===== config.mk =====
export PLATFORM = sky130hd
export DESIGN_NAME = ha_chk_dly
export DESIGN_NICKNAME = d
export VERILOG_FILES = /design/src/rtl/ha_chk_dly.sv
export SDC_FILE = /design/constraint.sdc
export NUM_CORES = 1
export LEC_CHECK = 0
export BUFFER_PORTS_ARGS = -buffer_cell sky130_fd_sc_hd__buf_2
export CORE_AREA = 2 2 39 41
export DETAILED_ROUTE_END_ITERATION = 12
export DIE_AREA = 0 0 41 43
export GPL_ROUTABILITY_DRIVEN = 0
export SLEW_MARGIN = 20
export SYNTH_ARGS = -nofsm -noshare
export SYNTH_HDL_FRONTEND = slang
export SYNTH_SLANG_ARGS = --single-unit

===== constraint.sdc =====
create_clock -name clk -period 0.8 [get_ports clk]
set_input_delay 0.16 -clock clk [delete_from_list [all_inputs] [get_ports clk]]
set_output_delay 0.16 -clock clk [all_outputs]
set_load 0.1 [all_outputs]

===== src/rtl/ha_chk_dly.sv =====
// rtl/ha_chk_dly.sv - DLY-deep valid+{a,b} delay line aligning stimulus with the DUT response
module ha_chk_dly #(
    parameter int DLY = 2
) (
    input  logic clk,
    input  logic rst,
    input  logic clr,
    input  logic in_valid,
    input  logic in_a,
    input  logic in_b,
    output logic out_valid,
    output logic out_a,
    output logic out_b
);

    // Each stage holds {valid, a, b}; data is zeroed when not valid.
    logic [2:0] stage [DLY];

    // Shift the stimulus; clr flushes older entries while the head still takes the
    // incoming sample so a sample coinciding with start becomes the first of the run.
    always_ff @(posedge clk or posedge rst) begin
        if (rst) begin
            for (int i = 0; i < DLY; i++) begin
                stage[i] <= 3'b000;
            end
        end else begin
            stage[0] <= {in_valid, in_a & in_valid, in_b & in_valid};
            for (int i = 1; i < DLY; i++) begin
                stage[i] <= clr ? 3'b000 : stage[i-1];
            end
        end
    end

    assign {out_valid, out_a, out_b} = stage[DLY-1];

endmodule


==> impl_metrics.csv <==
group,metric,value,unit
placed_design,portBuffers,8,
power,internal-power,0.5544,mW
power,swShare,0.2479,
run,maxCapViolCount,0,
logic_synthesis,synth_flop_cell,"dfrtp_1",
setup_path,r2r_slack,0.24,ns
setup_path,critPathRequiredTime,0.64,ns
setup_path,path_max_fanout,1,
cts,cts_buffers,3,
final_layout,nNetsFinal,32,
routing,drc,0,
die,core_area,0.001384,mm²
sta,setup_ws,-0.2562,ns
die,start_util,0.1338,
routing,drt-total-wl,274,µm
sta,setup_viol,3,
logic_synthesis,ys_ff_latch,6,
routing,drtPass1Iterations,2,
global_route,grt-ovfl-total,0,
die,die_area,0.001763,mm²
cts,cts_resized,0,
global_route,grt_pass1_wl,455,µm
setup_path,crit_family,"flip-flops",
cts,clock_latency,0.25,ns
global_route,grt_max_degree,7,
routing,ant_nets,0,
logic_synthesis,synthesis.nets,18,
logic_synthesis,yosysWarnings,0,
logic_synthesis,yosysTopAreaCellShare,0.8108,
min_path,hp-class,"in2reg",
sta,hold_violations,0,
cts,cts-root-buf,"clkbuf_4",
cts,cts.path.max_buffers,2,
run_status,outcome,"complete, but fails checks",
logic_synthesis,seq_area_frac_synth,0.8108,
logic_synthesis,ys_top_cells_by_count,"6 x dfrtp_1, 3 x nor2b_1, 2 x and2_1",
final_layout,insertedDiodeCount,0,
logic_synthesis,synthTopCellsByArea,"dfrtp_1 81%, nor2b_1 10%, and2_1 6.8%",
logic_synthesis,syn_area,185.2,µm²
routing,viasPerCell,3.195,
power,power.density,2182,mW/mm²
logic_synthesis,ys_async_sr_fraction,1.000,
global_route,first_global_vias,118,
logic_synthesis,synth_edf_count,0,
sta,slew_headroom,0.8508,
placed_design,dp_cells,36,
routing,drt_iter0_drc,3,
routing,vias,131,
global_route,gr-usage-all-layers,0.05268,
placed_design,dp_slack,0.009015,ns
logic_synthesis,avgSynthCellArea,15.43,µm²
final_layout,final_design_area_no_fill,337.8,µm²
cts,clkTransAtPathRegs,0.05,ns
die,placementRows,14,
sta,finalMaxSlewViolations,0,
power,pwr-share-seq,0.446,
sta,tightest_slew,0.2236,ns
final_layout,synthToLayoutAreaGrowth,82.43,%
power,combPwrFrac,0.145,
die,dieWidth,41,µm
run_status,violations,"setup timing",
logic_synthesis,yosysMostFrequentCell,"dfrtp_1",
setup_path,critPathKind,"reg2out",
power,leakagePower,0.1541,nW
power,p_sw,0.1827,mW
power,max-vdd-ir-drop,0.0008334,V
cts,clock-sinks,6,
die,num_io_pins,9,
cts,cts_tree,"done",
sta,rsz0062_at_grt,"true",
setup_path,path_cells,"buf_12",
logic_synthesis,synth_cell_types,4,
die,dieHeight,43,µm
routing,wl_per_cell,6.683,µm
setup_path,slowest_stage,"dfrtp_4",
setup_path,crit_arrival,0.90,ns
setup_path,start_kind,"flop",
sta,worst_clock_skew,0.01073,ns
cts,cts_max_level,1,
power,power,0.7371,mW
sta,fmax,0.9468,GHz
logic_synthesis,synth_top_area_cell,"dfrtp_1",
power,pwr-share-clk,0.409,
final_layout,drive_gt1_frac,0.5600,
global_route,grt_antenna_before_repair,0,
sta,min_period,1.056,ns
setup_path,crit_buf_inv,1,
sta,fin_crit_sh,1.320,
setup_path,end_kind,"primary output",
final_layout,finalNonFillerCells,41,
logic_synthesis,syn_inst,12,
final_layout,fillers,145,
placed_design,placed_area,301.5,µm²
setup_path,critPathMaxStageDelay,0.47,ns
state kept, by name, indices dropped and copies added (netlist names):
register / flops
stage: 3
out_a: 1
out_b: 1
out_valid: 1
metrics by stage:
stage / hold slack, ns / utilization / setup TNS [ns]
after global routing: 0.04885 / 0.2441 / -0.8314
after CTS: 0.04169 / 0.2441 / -0.7997
after global placement: 0.07448 / 0.2179 / 0
after floorplan: -0.04898 / - / 0
after detailed placement: 0.07854 / 0.2179 / 0
final: 0.04713 / 0.2441 / -0.7652
final cells by class:
| cell class | instances | area [µm²] | share of cell area |
|---|---|---|---|
| inverter | 1 | 3.754 | 0.01111 |
| tap | 16 | 20.02 | 0.05926 |
| clock buffer | 4 | 26.28 | 0.07778 |
| sequential | 6 | 161.4 | 0.4778 |
| timing repair buffer | 9 | 95.09 | 0.2815 |
| multi-input combinational | 5 | 31.28 | 0.09259 |
layout by cell type (no fill, tap or decap):
| cell | n |
|---|---|
| and2_1 | 2 |
| buf_12 | 3 |
| buf_2 | 5 |
| clkbuf_1 | 1 |
| clkbuf_4 | 3 |
| dfrtp_1 | 3 |
| dfrtp_4 | 3 |
| dlygate4sd3_1 | 1 |
| inv_1 | 1 |
| nor2b_1 | 3 |
per-layer routing:
metal | track usage | routed length (µm) | part of all wire
met2 | 0.05000 | 119 | 0.43
met5 | 0 | 0 | 0
met1 | 0.03974 | 84 | 0.31
met3 | 0.07853 | 61 | 0.22
met4 | 0.06000 | 9 | 0.033
kinds of logic after synthesis:
group	Yosys count	synth area share
buffers and inverters	1	0.02025
AND/OR/NAND/NOR	5	0.1689
flip-flops	6	0.8108
timing repair:
action / 4_1_cts / 5_1_grt
setup buffers: 0 / 0
hold endpoints to repair: 6 / 0
endpoints found under the setup margin: 3 / 3
hold buffers: 1 / 0
pin swaps: 0 / 0
power groups by stage:
stage | registers, mW | clock network (mW) | logic, mW
2_1_floorplan | 0.379 | 0 | 0.0127
3_3_place_gp | 0.334 | 0 | 0.104
3_5_place_dp | 0.334 | 0 | 0.104
4_1_cts | 0.329 | 0.316 | 0.109
5_1_grt | 0.329 | 0.335 | 0.114
6_report | 0.329 | 0.301 | 0.107
path summary, 6_finish.rpt:
kind	startpoint	endpoint	depth (start not counted)
worst max-delay path	out_valid	out_valid	1
min in group asynchronous	rst	out_a	3
worst max register to register	stage[3]	out_b	1
max in group asynchronous	rst	out_valid	3
worst min register to register	stage[5]	out_valid	1
worst min-delay path	in_valid	stage[5]	1
No activity file was read; power rests on OpenSTA's default activity.
